[config.mk]
export PLATFORM = sky130hd
export DESIGN_NAME = node_invoker
export DESIGN_NICKNAME = d
export VERILOG_FILES = /design/src/rtl/node_pkg.sv /design/src/rtl/node_watchdog.sv /design/src/rtl/node_invoker.sv
export SDC_FILE = /design/constraint.sdc
export NUM_CORES = 1
export LEC_CHECK = 0
export ABC_AREA = 1
export BUFFER_PORTS_ARGS = -buffer_cell sky130_fd_sc_hd__buf_4
export CORE_ASPECT_RATIO = 1.75
export CORE_MARGIN = 1
export CORE_UTILIZATION = 45
export CTS_BUF_LIST = sky130_fd_sc_hd__clkbuf_16
export DETAILED_ROUTE_END_ITERATION = 10
export GPL_ROUTABILITY_DRIVEN = 0
export PLACE_DENSITY = 0.76
export SYNTH_ARGS = -nofsm -noshare
export SYNTH_HDL_FRONTEND = slang
export SYNTH_SLANG_ARGS = --single-unit
export TNS_END_PERCENT = 5
[constraint.sdc]
create_clock -name clk -period 1.4 [get_ports clk]
set_input_delay 0.14 -clock clk [delete_from_list [all_inputs] [get_ports clk]]
set_output_delay 0.14 -clock clk [all_outputs]
set_load 0.005 [all_outputs]
[src/rtl/node_pkg.sv]
// Shared types and constants for the node start/ready invoker.
`default_nettype none

package node_pkg;

    typedef enum logic [1:0] {
        IDLE  = 2'd0,
        START = 2'd1,
        WAIT  = 2'd2,
        HOLD  = 2'd3
    } state_t;

    localparam int DEFAULT_W        = 16;
    localparam int TIMEOUT_DISABLED = 0;

    // A disabled watchdog still needs a 1-bit counter to keep the vector legal.
    function automatic int wd_width(input int timeout);
        return (timeout == TIMEOUT_DISABLED) ? 1 : $clog2(timeout + 1);
    endfunction

endpackage

`default_nettype wire

[src/rtl/node_watchdog.sv]
// Cycle counter that flags expiry after TIMEOUT enabled cycles since the last clear.
`default_nettype none

module node_watchdog
    import node_pkg::*;
#(
    parameter int TIMEOUT = 1024
) (
    input  logic clk,
    input  logic rst_n,
    input  logic i_clr,
    input  logic i_en,
    output logic o_expire
);

    localparam int CW              = wd_width(TIMEOUT);
    localparam int LAST            = (TIMEOUT == TIMEOUT_DISABLED) ? 0 : TIMEOUT - 1;
    localparam logic [CW-1:0] C_LAST = CW'(LAST);

    logic [CW-1:0] r_cnt;

    always_ff @(posedge clk or negedge rst_n) begin
        if (!rst_n) begin
            r_cnt <= '0;
        end else if (i_clr) begin
            r_cnt <= '0;
        end else if (i_en) begin
            r_cnt <= r_cnt + 1'b1;
        end
    end

    assign o_expire = (TIMEOUT != TIMEOUT_DISABLED) && (r_cnt == C_LAST);

endmodule

`default_nettype wire

[src/rtl/node_invoker.sv]
// Initiator for the node ST/RD protocol: latches operands, pulses start, captures result or timeout.
`default_nettype none

module node_invoker
    import node_pkg::*;
#(
    parameter int W       = DEFAULT_W,
    parameter int TIMEOUT = 1024,
    parameter int CNT_W   = 16
) (
    input  logic             clk,
    input  logic             rst_n,
    input  logic             i_in_valid,
    output logic             o_in_ready,
    input  logic [W-1:0]     i_in_a,
    input  logic [W-1:0]     i_in_b,
    output logic             o_node_st,
    output logic [W-1:0]     o_node_in0,
    output logic [W-1:0]     o_node_in1,
    input  logic             i_node_rd,
    input  logic [W-1:0]     i_node_res,
    output logic             o_out_valid,
    input  logic             i_out_ready,
    output logic [W-1:0]     o_out_res,
    output logic             o_out_tmo,
    output logic [CNT_W-1:0] o_done_cnt
);

    state_t           r_state;
    logic             r_node_st;
    logic [W-1:0]     r_in0;
    logic [W-1:0]     r_in1;
    logic [W-1:0]     r_res;
    logic             r_tmo;
    logic [CNT_W-1:0] r_done_cnt;

    logic w_wd_clr;
    logic w_wd_en;
    logic w_wd_expire;

    // The watchdog only advances on WAIT cycles that neither complete nor expire.
    assign w_wd_clr = (r_state == START);
    assign w_wd_en  = (r_state == WAIT) && !i_node_rd && !w_wd_expire;

    node_watchdog #(
        .TIMEOUT (TIMEOUT)
    ) u_watchdog (
        .clk      (clk),
        .rst_n    (rst_n),
        .i_clr    (w_wd_clr),
        .i_en     (w_wd_en),
        .o_expire (w_wd_expire)
    );

    always_ff @(posedge clk or negedge rst_n) begin
        if (!rst_n) begin
            r_state    <= IDLE;
            r_node_st  <= 1'b0;
            r_in0      <= '0;
            r_in1      <= '0;
            r_res      <= '0;
            r_tmo      <= 1'b0;
            r_done_cnt <= '0;
        end else begin
            case (r_state)
                IDLE: begin
                    if (i_in_valid) begin
                        r_in0     <= i_in_a;
                        r_in1     <= i_in_b;
                        r_node_st <= 1'b1;
                        r_state   <= START;
                    end
                end
                START: begin
                    r_node_st <= 1'b0;
                    r_state   <= WAIT;
                end
                WAIT: begin
                    // A result arriving on the expiry cycle takes priority over the timeout.
                    if (i_node_rd) begin
                        r_res   <= i_node_res;
                        r_tmo   <= 1'b0;
                        r_state <= HOLD;
                    end else if (w_wd_expire) begin
                        r_res   <= '0;
                        r_tmo   <= 1'b1;
                        r_state <= HOLD;
                    end
                end
                HOLD: begin
                    if (i_out_ready) begin
                        r_done_cnt <= r_done_cnt + 1'b1;
                        r_state    <= IDLE;
                    end
                end
                default: begin
                    r_node_st <= 1'b0;
                    r_state   <= IDLE;
                end
            endcase
        end
    end

    assign o_in_ready  = (r_state == IDLE);
    assign o_out_valid = (r_state == HOLD);
    assign o_node_st   = r_node_st;
    assign o_node_in0  = r_in0;
    assign o_node_in1  = r_in1;
    assign o_out_res   = r_res;
    assign o_out_tmo   = r_tmo;
    assign o_done_cnt  = r_done_cnt;

endmodule

`default_nettype wire

After elaboration in Yosys (flattened, before gate mapping). Cells that the tools add are included.

Add/sub/neg operators: 2. Equal/unequal tests: 7. Multiplexer cells: 13. Reductions and logical operators: 13.

Operator list (count): $mux W16 (2); $mux W11 (2); $add A16 B1 Y16 const B (1); $add A11 B1 Y11 const B (1); $eq A11 B10 Y1 const B (1); $mux W2 (4); $pmux W2 S4 (1); $reduce_and A2 Y1 (4); $reduce_bool A2 Y1 (3); $eq A2 B2 Y1 const B (2); $mux W1 (3); $ne A3 B3 Y1 const B (1); $reduce_and A3 Y1 (1); $eq A2 B1 Y1 const B (1); $logic_and A1 B1 Y1 (2); $logic_not A1 Y1 (2); $logic_not A2 Y1 (1); $ne A2 B1 Y1 const B (1); $ne A2 B2 Y1 const B (1); $pmux W1 S2 (1).

Flip-flop bits (word level): 79. Bits of input ports: 53. Logic and storage cells: 43.

Depth between registers and ports, before layout.
Depth in word-level cells: 5. Gate-level depth with buffers: 9.

Cells and area by module. A second synthesis with hierarchy kept.

Cells, all modules: 394. Area total of the unflattened synthesis: 3527.1 um^2.

Modules (own cells, without submodules): node_invoker (times used 1, cells each 309, area each 2892.8 um^2); node_watchdog (times used 1, cells each 85, area each 634.4 um^2).

Worst setup path after synthesis. Ideal clock, no wire load.

Kind: reg-to-reg. From: register r_state[0]. To: register r_res[10] (netlist: o_out_res[10]). Arrival time: 1.353 ns. Setup slack: -0.071 ns. Stages on the path, launching flop included: 8. Path buffers: 1. Path through: dfrtp_1 -> inv_1 -> ha_1 -> nand2_1 -> clkinv_1 -> buf_2 -> nand2_1 -> nand2_1.

Longest elaborated chain between the ends: 2.

Ends and longest elaborated chain: start: declaration (RTL line node_invoker.sv:29) `state_t r_state;`; start signal: assignment (RTL line node_invoker.sv:57) `r_state <= IDLE;`; start signal: assignment (RTL line node_invoker.sv:71) `r_state <= START;`; start signal: assignment (RTL line node_invoker.sv:76) `r_state <= WAIT;`; $eq A2 B2 Y1 (RTL line node_invoker.sv:65) `case (r_state)`; $reduce_and A2 Y1 (no line); end signal: assignment (RTL line node_invoker.sv:81) `r_res <= i_node_res;`; end: declaration (RTL line node_invoker.sv:33) `logic [W-1:0] r_res;`.

Every way passes these cells. A chain may end at the register's enable or synchronous reset.

Worst setup path in the final report.
From: register u_watchdog.r_cnt[1]. To: register u_watchdog.r_cnt[4].

Longest elaborated chain between the ends: 4. Elaborated cells between the ends (all ways): 7. Classes of those cells: add/sub (1); eq/ne (1); mux (2); reduce/logical (3).

Ends and longest elaborated chain: start: declaration (RTL line node_watchdog.sv:20) `logic [CW-1:0] r_cnt;`; start signal: assignment (RTL line node_watchdog.sv:28) `r_cnt <= r_cnt + 1'b1;`; branches (longest 4 deep; another with $add A11 B1 Y11).

Parallel ways; which one is timed is not known. The select of a mux whose other input is x is not followed.

==> metrics.txt <==
# TYPE chip_impl_metric gauge
chip_impl_metric{name="synth_simple_gate_area_share",unit="%"} 33.0
chip_impl_metric{name="syn2layout_area_growth",unit="%"} 53.8
chip_impl_metric{name="die_width",unit="um"} 69.3
chip_impl_info{name="setup_repair_after_global_routing_missed_its_margin",value="yes"} 1
chip_impl_metric{name="synth_seq_cells",unit=""} 79
chip_impl_metric{name="clk-insertion-delay-late",unit="ns"} 0.34
chip_impl_metric{name="timing_worst_slew_pin_value",unit="ns"} 0.415
chip_impl_metric{name="power",unit="mW"} 9.68
chip_impl_metric{name="synth_fp_nets",unit=""} 481
chip_impl_metric{name="final_net_count",unit=""} 661
chip_impl_metric{name="share_of_the_synthesized_area_in_the_top_cell_type",unit="%"} 55.5
chip_impl_metric{name="dpl.hpwl",unit="mm"} 6.61
chip_impl_info{name="crit_path_end_kind",value="flip-flop"} 1
chip_impl_metric{name="dr.first_iter.drc_count",unit=""} 195
chip_impl_metric{name="postSynthAreaPerCell",unit="um^2"} 8.44
chip_impl_metric{name="yosys.area_share.adder",unit="%"} 2.11
chip_impl_metric{name="route.antenna.remaining_nets",unit=""} 0
chip_impl_metric{name="die-area",unit="um^2"} 8290
chip_impl_info{name="status",value="complete, but fails checks"} 1
chip_impl_metric{name="yosys.cell_types.count",unit=""} 25
chip_impl_metric{name="fp.dieH",unit="um"} 120
chip_impl_metric{name="overflow",unit=""} 0
chip_impl_metric{name="cp_data_arrival_time",unit="ns"} 1.70
chip_impl_info{name="synthTopCellsByArea",value="sky130_fd_sc_hd__dfrtp_1 (55%), sky130_fd_sc_hd__nand2_1 (22%), sky130_fd_sc_hd__nand3_1 (3.9%)"} 1
chip_impl_metric{name="final_min_period_over_clock_period",unit="%"} 105
chip_impl_metric{name="yosysWarnings",unit=""} 0
chip_impl_info{name="start_kind",value="flip-flop"} 1
chip_impl_info{name="type_of_the_setup_path_with_the_least_slack",value="reg -> reg"} 1
chip_impl_metric{name="worstPathMaxFanout",unit=""} 2
chip_impl_metric{name="antenna_found_initial",unit=""} 1
chip_impl_metric{name="wire_per_inst",unit="um"} 15.1
chip_impl_metric{name="p_per_area",unit="nW/um^2"} 1770
chip_impl_metric{name="initial_core_util",unit="%"} 46.8
chip_impl_info{name="combinational_family_with_the_most_area_after_synthesis",value="simple AND/OR/NAND/NOR gates"} 1
chip_impl_metric{name="worst_clock_skew",unit="ns"} 0.00701
chip_impl_metric{name="post_drt_via_cell_ratio",unit=""} 5.10
chip_impl_metric{name="max_slew_margin",unit="%"} 72.3
chip_impl_metric{name="met1_length",unit="mm"} 3.73
chip_impl_info{name="failed_checks",value="negative setup slack"} 1
chip_impl_metric{name="boundaryPins",unit=""} 121
chip_impl_metric{name="synth_cells",unit=""} 422
chip_impl_metric{name="grt_pass1_wl",unit="mm"} 16.2
chip_impl_info{name="top_layer",value="met4"} 1
chip_impl_info{name="hold_class",value="in -> reg"} 1
chip_impl_metric{name="worstPathRequired",unit="ns"} 1.63
chip_impl_metric{name="finish.instance_area",unit="um^2"} 5480
chip_impl_info{name="tritoncts",value="done"} 1
chip_impl_metric{name="period_minus_slack",unit="ns"} 1.47
chip_impl_metric{name="grtUsageTotal",unit="%"} 24.9
chip_impl_info{name="ctsRootBufferMaster",value="sky130_fd_sc_hd__clkbuf_16"} 1
chip_impl_metric{name="worst_setup_hold_path_clk_slew",unit="ns"} 0.06
chip_impl_metric{name="drt-total-wl",unit="mm"} 10.5
chip_impl_metric{name="vias_after_detailed_routing",unit=""} 3549
chip_impl_metric{name="grt_start_max_net_pins",unit=""} 80
chip_impl_metric{name="vias_in_the_first_global_route",unit=""} 3622
chip_impl_metric{name="fin_ws",unit="ns"} -0.0681
chip_impl_metric{name="placeableCoreArea",unit="um^2"} 7620
chip_impl_metric{name="synth_xor_xnor_area_share",unit="%"} 3.20
chip_impl_metric{name="met3_length",unit="um"} 461
chip_impl_metric{name="maxClockFrequency",unit="GHz"} 0.681
chip_impl_metric{name="buffer_ports.inserted",unit=""} 120
chip_impl_metric{name="leakagePower",unit="nW"} 3.00
chip_impl_metric{name="final_max_slew_viol_count",unit=""} 0
chip_impl_metric{name="remaining_drc_errors",unit=""} 0
chip_impl_metric{name="met2_wirelength",unit="mm"} 5.64
chip_impl_metric{name="drv_cap",unit=""} 0
chip_impl_info{name="post-synth-top-area-cell",value="sky130_fd_sc_hd__dfrtp_1"} 1
chip_impl_metric{name="layout-drive-gt1-share",unit="%"} 32.0
chip_impl_metric{name="synth.cell_area",unit="um^2"} 3560
chip_impl_metric{name="timing.hold.ws",unit="ns"} 0.000975
chip_impl_metric{name="synth-seq-area-share",unit="%"} 55.5
chip_impl_metric{name="dpl-instance-area",unit="um^2"} 4750
chip_impl_metric{name="finalCoreUtilization",unit="%"} 71.9
chip_impl_metric{name="drt_pre_antenna_iters",unit=""} 4
chip_impl_metric{name="synth_compound_area_share",unit="%"} 1.12
chip_impl_metric{name="cts-buffers-inserted",unit=""} 9
chip_impl_metric{name="highest_ir_drop_seen_on_vdd",unit="mV"} 1.11
chip_impl_metric{name="report.final.hold_viol_count",unit=""} 0
chip_impl_metric{name="cts_num_sinks",unit=""} 79
chip_impl_metric{name="floorplan.rows",unit=""} 42
chip_impl_metric{name="h_tree_levels",unit=""} 3
chip_impl_metric{name="synth.mux.area_fraction",unit="%"} 0
chip_impl_metric{name="clock_path_buffers",unit=""} 2
chip_impl_metric{name="report.final.setup_viol",unit=""} 19
[cells in the mapped netlist (all sizes together)]
library cell / number
inv: 32
o21bai: 2
xor2: 8
nand2: 207
nor3b: 2
o22ai: 1
nand3: 30
o21ai: 2
clkbuf: 8
dfrtp: 79
nor2: 26
xnor2: 5
nand4: 9
buf: 2
clkinv: 2
ha: 6
a21oi: 1
[registers in the layout, summed over array words and instances, names as in the netlist]
name and cells:
r_state 2, u_watchdog.r_cnt 11, o_out_tmo 1, o_node_st 1, o_node_in1 16, o_out_res 16
o_done_cnt 16, o_node_in0 16
[cell type report]
type / instances / area [um^2]
antenna: 1 / 2.50
clock buffer: 9 / 225
clock inverter: 7 / 57.6
fill: 566 / 2140
inverter: 34 / 143
multi-input combinational: 300 / 1500
sequential: 79 / 1980
tap: 88 / 110
timing repair buffer: 177 / 1460
timing repair inverter: 1 / 6.26
[repair_timing]
action	4_1_cts	5_1_grt
setup buffers	0	4
gates resized for setup	7	24
endpoints found under the hold margin	107	0
pin swaps	2	17
setup endpoints to repair	67	73
hold buffers	29	0
gates cloned	0	2
[per-layer routing]
layer	vias to the layer above	track usage, %
met4	0	17.1
met5	-	0
li1	1662	-
met3	54	5.29
met2	142	44.0
met1	1691	26.0
[cells by family after synthesis]
kind of cell	after synthesis
flops	79
compound gates	6
xor+xnor	13
fa+ha+maj	6
buf+inv	44
simple gates	274
[critical path: stages, from the launching register on]
cell and delay, ns:
sky130_fd_sc_hd__dfrtp_1 0.40, sky130_fd_sc_hd__ha_2 0.21, sky130_fd_sc_hd__buf_4 0.13, sky130_fd_sc_hd__buf_4 0.13, sky130_fd_sc_hd__nand3_1 0.11, sky130_fd_sc_hd__xor2_1 0.20, sky130_fd_sc_hd__nor2_1 0.08, sky130_fd_sc_hd__nand2_1 0.07
sky130_fd_sc_hd__nand2_1 0.05
[power breakdown]
| part | total [mW] | internal (mW) | switching (mW) |
|---|---|---|---|
| sequential | 3.58 | 3.07 | 0.512 |
| combinational | 3.86 | 1.96 | 1.89 |
| clock | 2.25 | 1.35 | 0.894 |
| total | 9.68 | 6.38 | 3.30 |
[worst paths after layout]
| check | start | endpoint | slack, ns | depth (start not counted) |
|---|---|---|---|---|
| worst min register to register | o_node_in0[5] | o_node_in0[5] | 0.48 | 2 |
| worst max register to register | u_watchdog.r_cnt[1] | u_watchdog.r_cnt[4] | -0.07 | 8 |
| worst min-delay path | i_in_a[11] | o_node_in0[11] | 0.001 | 3 |
| worst max-delay path | u_watchdog.r_cnt[1] | u_watchdog.r_cnt[4] | -0.07 | 8 |
| min in group asynchronous | rst_n | o_node_in0[11] | 0.43 | 3 |
| max in group asynchronous | rst_n | o_done_cnt[6] | 0.64 | 3 |
[through the flow]
step | TNS (ns) | instances | setup WS, ns
finish | -0.293 | 696 | -0.0681
global placement | 0 | 644 | 0.00844
global route | -2.56 | 696 | -0.128
detailed placement | -1.01 | 644 | -0.0762
CTS | -0.0760 | 689 | -0.0399
floorplan | -0.0626 | 422 | -0.00463
[layout by cell type (no fill, tap or decap), types with 3 or more instances in the layout]
cell type and instances:
sky130_fd_sc_hd__buf_12 4, sky130_fd_sc_hd__buf_4 143, sky130_fd_sc_hd__clkbuf_16 9, sky130_fd_sc_hd__dfrtp_1 79
sky130_fd_sc_hd__dlygate4sd3_1 29, sky130_fd_sc_hd__ha_1 3, sky130_fd_sc_hd__inv_1 31, sky130_fd_sc_hd__inv_2 3
sky130_fd_sc_hd__nand2_1 199, sky130_fd_sc_hd__nand2_2 4, sky130_fd_sc_hd__nand2_4 4, sky130_fd_sc_hd__nand3_1 27
sky130_fd_sc_hd__nand4_1 8, sky130_fd_sc_hd__nor2_1 16, sky130_fd_sc_hd__nor2_4 9, sky130_fd_sc_hd__xnor2_1 5
sky130_fd_sc_hd__xor2_1 8
No activity file was read; power rests on OpenSTA's default activity.
